## src/rtl/buf64_ctrl_if.sv

```systemverilog
// Control/address bundle for the two-bank RAM64 ping-pong buffer controller.
// master: stream source / test driver (drives ED, START, STOP).
// slave : buf64_ctrl (drives bank write enables, addresses, output-mux select,
//         valid, frame-ready pulse and busy).
interface buf64_ctrl_if;
    localparam int unsigned AW = 6;

    logic          ED;     // clock enable; low freezes the controller
    logic          START;  // frame-stream start pulse
    logic          STOP;   // stop request
    logic          WE0;    // bank 0 write enable
    logic          WE1;    // bank 1 write enable
    logic [AW-1:0] ADDR0;  // bank 0 address
    logic [AW-1:0] ADDR1;  // bank 1 address
    logic          SEL;    // bank whose DO is currently valid
    logic          OVLD;   // selected DO carries valid read data
    logic          RDY;    // pulse on output sample index 0 of each frame
    logic          BUSY;   // controller not idle

    modport master (
        output ED, START, STOP,
        input  WE0, WE1, ADDR0, ADDR1, SEL, OVLD, RDY, BUSY
    );

    modport slave (
        input  ED, START, STOP,
        output WE0, WE1, ADDR0, ADDR1, SEL, OVLD, RDY, BUSY
    );
endinterface

```

## src/rtl/buf64_ctrl.sv

```systemverilog
// Ping-pong controller for two 64-entry RAM banks: one bank is filled while the
// other is read back, with write and read sharing a single 6-bit counter.
// Read order is natural (delay buffer) by default; defining BUF64_BITREV_EN
// reads each frame in bit-reversed address order.
// Ports:
//   CLK  - clock, rising edge
//   RST  - synchronous active-low reset
//   bus  - buf64_ctrl_if.slave (ED/START/STOP in; WE0/WE1, ADDR0/ADDR1,
//          SEL, OVLD, RDY, BUSY out)
// Parameter LAT (>= 1): RAM read latency in ED-qualified cycles.
// WEx, ADDRx and BUSY are decoded combinationally from registered state;
// SEL, OVLD and RDY come straight from the latency-matching delay line.
module buf64_ctrl #(
    parameter int unsigned LAT = 2
) (
    input  logic          CLK,
    input  logic          RST,
    buf64_ctrl_if.slave   bus
);
    localparam int unsigned AW = 6;

    typedef enum logic [1:0] {
        IDLE   = 2'd0,
        FILL   = 2'd1,
        STREAM = 2'd2,
        DRAIN  = 2'd3
    } state_t;

    state_t        state, state_nxt;
    logic [AW-1:0] wcnt, wcnt_nxt;
    logic [AW-1:0] raddr;
    logic          wbank, wbank_nxt;
    logic          stop_pend, stop_nxt;
    logic          wr_act, rd_act, rbank, wrap;

    logic [LAT-1:0] dl_vld;
    logic [LAT-1:0] dl_bank;
    logic [LAT-1:0] dl_first;

    // State register
    always_ff @(posedge CLK) begin
        if (!RST) begin
            state     <= IDLE;
            wcnt      <= '0;
            wbank     <= 1'b0;
            stop_pend <= 1'b0;
        end else begin
            state     <= state_nxt;
            wcnt      <= wcnt_nxt;
            wbank     <= wbank_nxt;
            stop_pend <= stop_nxt;
        end
    end

    assign wrap = (wcnt == '1);

    // Next-state logic; everything holds while ED is low
    always_comb begin
        state_nxt = state;
        wcnt_nxt  = wcnt;
        wbank_nxt = wbank;
        stop_nxt  = stop_pend;
        if (bus.ED) begin
            if ((state == FILL || state == STREAM) && bus.STOP) begin
                stop_nxt = 1'b1;
            end
            case (state)
                IDLE: begin
                    // A STOP arriving with START is ignored: stop_pend starts clear
                    if (bus.START) begin
                        state_nxt = FILL;
                        wcnt_nxt  = '0;
                        wbank_nxt = 1'b0;
                        stop_nxt  = 1'b0;
                    end
                end
                FILL: begin
                    wcnt_nxt = wcnt + AW'(1);
                    if (wrap) begin
                        state_nxt = STREAM;
                        wbank_nxt = ~wbank;
                    end
                end
                STREAM: begin
                    wcnt_nxt = wcnt + AW'(1);
                    if (wrap) begin
                        wbank_nxt = ~wbank;
                        state_nxt = stop_pend ? DRAIN : STREAM;
                    end
                end
                DRAIN: begin
                    wcnt_nxt = wcnt + AW'(1);
                    if (wrap) begin
                        state_nxt = IDLE;
                        stop_nxt  = 1'b0;
                    end
                end
                default: state_nxt = IDLE;
            endcase
        end
    end

`ifdef BUF64_BITREV_EN
    // Bit-reversed read order
    always_comb begin
        raddr = '0;
        for (int unsigned i = 0; i < AW; i++) begin
            raddr[i] = wcnt[AW-1-i];
        end
    end
`else
    // Natural read order
    assign raddr = wcnt;
`endif

    assign wr_act = (state == FILL) || (state == STREAM);
    assign rd_act = (state == STREAM) || (state == DRAIN);
    assign rbank  = ~wbank;

    assign bus.WE0  = bus.ED && wr_act && !wbank;
    assign bus.WE1  = bus.ED && wr_act && wbank;
    assign bus.BUSY = (state != IDLE);

    // Bank address mux: write address, read address, or parked at 0
    always_comb begin
        bus.ADDR0 = '0;
        bus.ADDR1 = '0;
        if (wr_act && !wbank) begin
            bus.ADDR0 = wcnt;
        end else if (rd_act && !rbank) begin
            bus.ADDR0 = raddr;
        end
        if (wr_act && wbank) begin
            bus.ADDR1 = wcnt;
        end else if (rd_act && rbank) begin
            bus.ADDR1 = raddr;
        end
    end

    // Latency-matching delay line; keeps shifting in IDLE so the tail flushes.
    // Bank is captured as 0 when no read is active so SEL idles low.
    always_ff @(posedge CLK) begin
        if (!RST) begin
            dl_vld   <= '0;
            dl_bank  <= '0;
            dl_first <= '0;
        end else if (bus.ED) begin
            for (int unsigned i = 1; i < LAT; i++) begin
                dl_vld[i]   <= dl_vld[i-1];
                dl_bank[i]  <= dl_bank[i-1];
                dl_first[i] <= dl_first[i-1];
            end
            dl_vld[0]   <= rd_act;
            dl_bank[0]  <= rd_act && rbank;
            dl_first[0] <= rd_act && (wcnt == '0);
        end
    end

    assign bus.OVLD = dl_vld[LAT-1];
    assign bus.SEL  = dl_bank[LAT-1];
    assign bus.RDY  = dl_first[LAT-1];

endmodule
```

## src/flat_wrapper.sv

```systemverilog
// flat-port wrapper written by rule: the top's interface ports become plain ports
module buf64_ctrl_flat 
#(
    parameter int unsigned LAT = 2
)
  (CLK, RST, bus_ED, bus_START, bus_STOP, bus_WE0, bus_WE1, bus_ADDR0, bus_ADDR1, bus_SEL, bus_OVLD, bus_RDY, bus_BUSY);
  buf64_ctrl_if bus_i ();
  input  logic CLK;
  input  logic RST;
  input wire logic [$bits(bus_i.ED)-1:0] bus_ED;
  input wire logic [$bits(bus_i.START)-1:0] bus_START;
  input wire logic [$bits(bus_i.STOP)-1:0] bus_STOP;
  output wire logic [$bits(bus_i.WE0)-1:0] bus_WE0;
  output wire logic [$bits(bus_i.WE1)-1:0] bus_WE1;
  output wire logic [$bits(bus_i.ADDR0)-1:0] bus_ADDR0;
  output wire logic [$bits(bus_i.ADDR1)-1:0] bus_ADDR1;
  output wire logic [$bits(bus_i.SEL)-1:0] bus_SEL;
  output wire logic [$bits(bus_i.OVLD)-1:0] bus_OVLD;
  output wire logic [$bits(bus_i.RDY)-1:0] bus_RDY;
  output wire logic [$bits(bus_i.BUSY)-1:0] bus_BUSY;
  assign bus_i.ED = bus_ED;
  assign bus_i.START = bus_START;
  assign bus_i.STOP = bus_STOP;
  assign bus_WE0 = bus_i.WE0;
  assign bus_WE1 = bus_i.WE1;
  assign bus_ADDR0 = bus_i.ADDR0;
  assign bus_ADDR1 = bus_i.ADDR1;
  assign bus_SEL = bus_i.SEL;
  assign bus_OVLD = bus_i.OVLD;
  assign bus_RDY = bus_i.RDY;
  assign bus_BUSY = bus_i.BUSY;
  buf64_ctrl #(.LAT(LAT)) u_core (.CLK(CLK), .RST(RST), .bus(bus_i));
endmodule
```

## config.mk

```make
export PLATFORM = sky130hd
export DESIGN_NAME = buf64_ctrl_flat
export DESIGN_NICKNAME = d
export VERILOG_FILES = /design/src/rtl/buf64_ctrl_if.sv /design/src/rtl/buf64_ctrl.sv /design/src/flat_wrapper.sv
export SDC_FILE = /design/constraint.sdc
export NUM_CORES = 1
export LEC_CHECK = 0
export ABC_AREA = 1
export CORE_ASPECT_RATIO = 1.4
export CORE_MARGIN = 3
export CORE_UTILIZATION = 44
export DETAILED_ROUTE_END_ITERATION = 7
export PLACE_DENSITY = 0.71
export SETUP_SLACK_MARGIN = 0.1
export SLEW_MARGIN = 0
export SYNTH_ARGS = -nofsm -noshare
export SYNTH_HDL_FRONTEND = slang
export SYNTH_SLANG_ARGS = --single-unit
```

## constraint.sdc

```tcl
create_clock -name CLK -period 2.24 [get_ports CLK]
set_input_delay 0.56 -clock CLK [delete_from_list [all_inputs] [get_ports CLK]]
set_output_delay 0.56 -clock CLK [all_outputs]
set_load 0.1 [all_outputs]
```

==> flow_metrics.env <==
export IMPL_worst_clock_skew_ns=0.000724
export IMPL_holdPathStages=2
export IMPL_timing_rr_end="u_core.dl_bank[0]"
export IMPL_fin_area_sq_um=1690
export IMPL_tightest_slew_ns=0.282
export IMPL_layout_cells_most_common_list="26 x sky130_fd_sc_hd__nor2_1, 22 x sky130_fd_sc_hd__nand2_1, 15 x sky130_fd_sc_hd__inv_1, 15 x sky130_fd_sc_hd__nor2_4, 15 x sky130_fd_sc_hd__buf_12"
export IMPL_final_core_utilization_pct=84.8
export IMPL_timing_max_transition_violations_final=0
export IMPL_hold_buffers=0
export IMPL_place_gp_congestion=0.860
export IMPL_post_route_cells_drive_above_1_share_pct=40.1
export IMPL_row_count=19
export IMPL_maximum_number_of_pins_on_one_net_before_global_route_repair=10
export IMPL_report_final_hold_viol_count=0
export IMPL_synthesized_net_count=153
export IMPL_min_period_over_period_pct=98.7
export IMPL_finish_net_count=195
export IMPL_cp_slowest_cell="sky130_fd_sc_hd__dfxtp_4"
export IMPL_clock_net_sink_count=16
export IMPL_status="finished, final reports clean"
export IMPL_placement_cell_area_sq_um=1410
export IMPL_crit_arrival_ns=1.65
export IMPL_drc=0
export IMPL_cts_path_max_buffers=2
export IMPL_htree_num_levels=1
export IMPL_synth_yosys_warnings=0
export IMPL_path_cells="inv_6, ha_4, nor2_4, buf_6, o21a_4, nor2_4, buf_12"
export IMPL_grt_pass1_wl_um=4460
export IMPL_drt_pass1_iter_count=7
export IMPL_cp_required_ns=1.68
export IMPL_start_kind="flop"
export IMPL_place_hpwl_um=1780
export IMPL_reg2regPathDepth=15
export IMPL_mean_post_synth_cell_area_sq_um=6.64
export IMPL_worst_skew_pair_late_latency_ns=0.28
export IMPL_grt_setup_unrepaired="true"
export IMPL_critical_path_reg2reg_startpoint="u_core.state[0]"
export IMPL_clockRootBuffer="sky130_fd_sc_hd__clkbuf_4"
export IMPL_achievable_frequency_mhz=452
export IMPL_synth_yosys_seq_area_share_pct=34.2
export IMPL_detail_route_wirelength_um=2830
export IMPL_core_area_sq_um=2000
export IMPL_final_min_clock_period_ns=2.21
export IMPL_reg2reg_setup_slack_ns=0.15
export IMPL_finalNonFillerCells=203
export IMPL_placed_cells_incl_taps=186
export IMPL_chipWidth_um=45.0
export IMPL_power_static_leakage_nw=0.697
export IMPL_path_clk_slew_ns=0.09
export IMPL_drt_first_iter_violations=22
export IMPL_cts_tree="yes"
export IMPL_netlist_instances=141
export IMPL_max_cap_violations=0
export IMPL_synth_distinct_cells=19
export IMPL_die_h_um=60.6
export IMPL_wl_per_cell_um=13.9
export IMPL_antenna_found_initial=0
export IMPL_avgViaCountPerCell=5.22
export IMPL_timing_final_setup_violations=0
export IMPL_syn2layout_area_growth_pct=80.9
export IMPL_grt_overflow=0
export IMPL_crit_type="reg2out"
export IMPL_totalPowerFinal_mw=1.29
export IMPL_cpPeakStageDelay_ns=0.41
export IMPL_via_count_of_the_first_global_routing_pass=1087
export IMPL_numCtsBuffers=3
export IMPL_floorplan_initialDensity_pct=46.9
export IMPL_drt_antenna_violating_nets=0
export IMPL_crit_path_frequent_cell="sky130_fd_sc_hd__nor2_4"
export IMPL_die_area_sq_um=2720
export IMPL_leading_cell_type_in_the_layout_fill_and_taps_excluded="sky130_fd_sc_hd__nor2_1"
export IMPL_port_buffers=22
export IMPL_hold_path_startpoint="u_core.dl_first[0]"
export IMPL_power_density_over_the_cells_nw_per_um2=760
export IMPL_setup_worst_path_end_class="output port"
export IMPL_netlist_area_sq_um=936
export IMPL_globalRouteTotalUtil_pct=21.6
export IMPL_dr_total_vias=1059
export IMPL_vdd_ir_drop_worst_v=0.000562
export IMPL_yosys_register_bits=16
export IMPL_diodes=0
export IMPL_timing_hold_worst_endpoint="u_core.dl_first[0]"
export IMPL_path_max_fanout=6
export IMPL_hold_path_class="reg2reg"
export IMPL_worst_slew_margin_rel_pct=81.3
export IMPL_floorplan_io_pins=23
export IMPL_holdWs_ns=0.480
## routing by layer
| metal | vias to the layer above | GRT usage, % | share of wire [%] |
|---|---|---|---|
| li1 | 521 | - | - |
| met1 | 494 | 24.5 | 38 |
| met2 | 36 | 39.3 | 54 |
| met3 | 8 | 2.67 | 5.2 |
| met4 | 0 | 9.62 | 2.7 |
| met5 | - | 0 | 0 |
## logic make-up (layout without fill, tap and decap cells)
logic type / Yosys count / count (layout) / synth area share [%]
buf+inv: 20 / 61 / 9.36
flops: 16 / 16 / 34.2
compound gates: 18 / 18 / 11.5
fa+ha+maj: 7 / 7 / 9.36
simple gates: 79 / 79 / 34.6
xor+xnor: 1 / 1 / 0.936
## critical path, delay by kind of cell, from the launching register on
| kind | cells | cell delay [ns] |
|---|---|---|
| AOI/OAI and AO/OA | 1 | 0.24 |
| buffers and inverters | 3 | 0.34 |
| and+or+nand+nor | 2 | 0.22 |
| DFF | 1 | 0.41 |
| adders and majority gates | 1 | 0.16 |
## layout make-up
cell class	count	area, sq um
multi-input cells	105	701
repair buffers	39	520
flip-flops and latches	16	329
fillers	110	304
inverters	18	80.1
clock buffers	4	36.3
well taps	21	26.3
## state kept, by name (all words and copies together) (netlist names)
register and flops:
u_core.dl_first 2, u_core.stop_pend 1, u_core.state 2, u_core.raddr 6, u_core.dl_vld 2, u_core.wbank 1, u_core.dl_bank 2
## what timing repair did
item	in CTS	in global routing
resized for setup	26	13
pin swaps	1	7
setup buffers	12	2
cloned	0	0
endpoints found under the setup margin	14	15
## where the power goes
| part | internal [mW] | switching, mW | leakage (nW) |
|---|---|---|---|
| Combinational | 0.302 | 0.440 | 0.544 |
| Sequential | 0.315 | 0.0389 | 0.132 |
| Clock | 0.0988 | 0.0911 | 0.0210 |
| Total | 0.716 | 0.570 | 0.697 |
## worst max-delay path by stage
stage               startpoint      endpoint  slack, ns  depth (start not counted)
2_1_floorplan  u_core.state[0]  bus_ADDR0[0]      -0.17                          5
3_3_place_gp   u_core.state[0]  bus_ADDR1[0]       0.12                          8
3_5_place_dp   u_core.state[0]  bus_ADDR1[1]       0.06                          8
4_1_cts        u_core.state[0]  bus_ADDR0[2]       0.06                          7
5_1_grt        u_core.state[0]  bus_ADDR0[3]      -0.03                          7
6_report       u_core.state[0]  bus_ADDR0[3]       0.03                          7
## Yosys cell counts
master	instances	area, sq um
sky130_fd_sc_hd__nor2_2	1	6.26
sky130_fd_sc_hd__nand3_1	7	35.0
sky130_fd_sc_hd__nor2_1	42	158
sky130_fd_sc_hd__a21oi_4	1	16.3
sky130_fd_sc_hd__inv_6	1	8.76
sky130_fd_sc_hd__nand2_2	2	12.5
sky130_fd_sc_hd__inv_1	17	63.8
sky130_fd_sc_hd__a21oi_1	6	30.0
sky130_fd_sc_hd__xor2_1	1	8.76
sky130_fd_sc_hd__o21ai_0	9	45.0
sky130_fd_sc_hd__nand2_1	24	90.1
sky130_fd_sc_hd__clkbuf_1	1	3.75
sky130_fd_sc_hd__o21a_1	1	7.51
sky130_fd_sc_hd__ha_1	7	87.6
sky130_fd_sc_hd__buf_6	1	11.3
sky130_fd_sc_hd__nand3_2	1	10.0
sky130_fd_sc_hd__dfxtp_1	16	320
sky130_fd_sc_hd__nand4_1	2	12.5
sky130_fd_sc_hd__a21oi_2	1	8.76
## metrics by stage
stage          setup slack [ns]  setup TNS [ns]
2_1_floorplan            -0.175           -1.21
3_3_place_gp              0.121               0
3_5_place_dp             0.0628               0
4_1_cts                  0.0575               0
5_1_grt                 -0.0276          -0.182
6_report                 0.0298               0
Note: power is estimated with default switching activity, not from simulation.
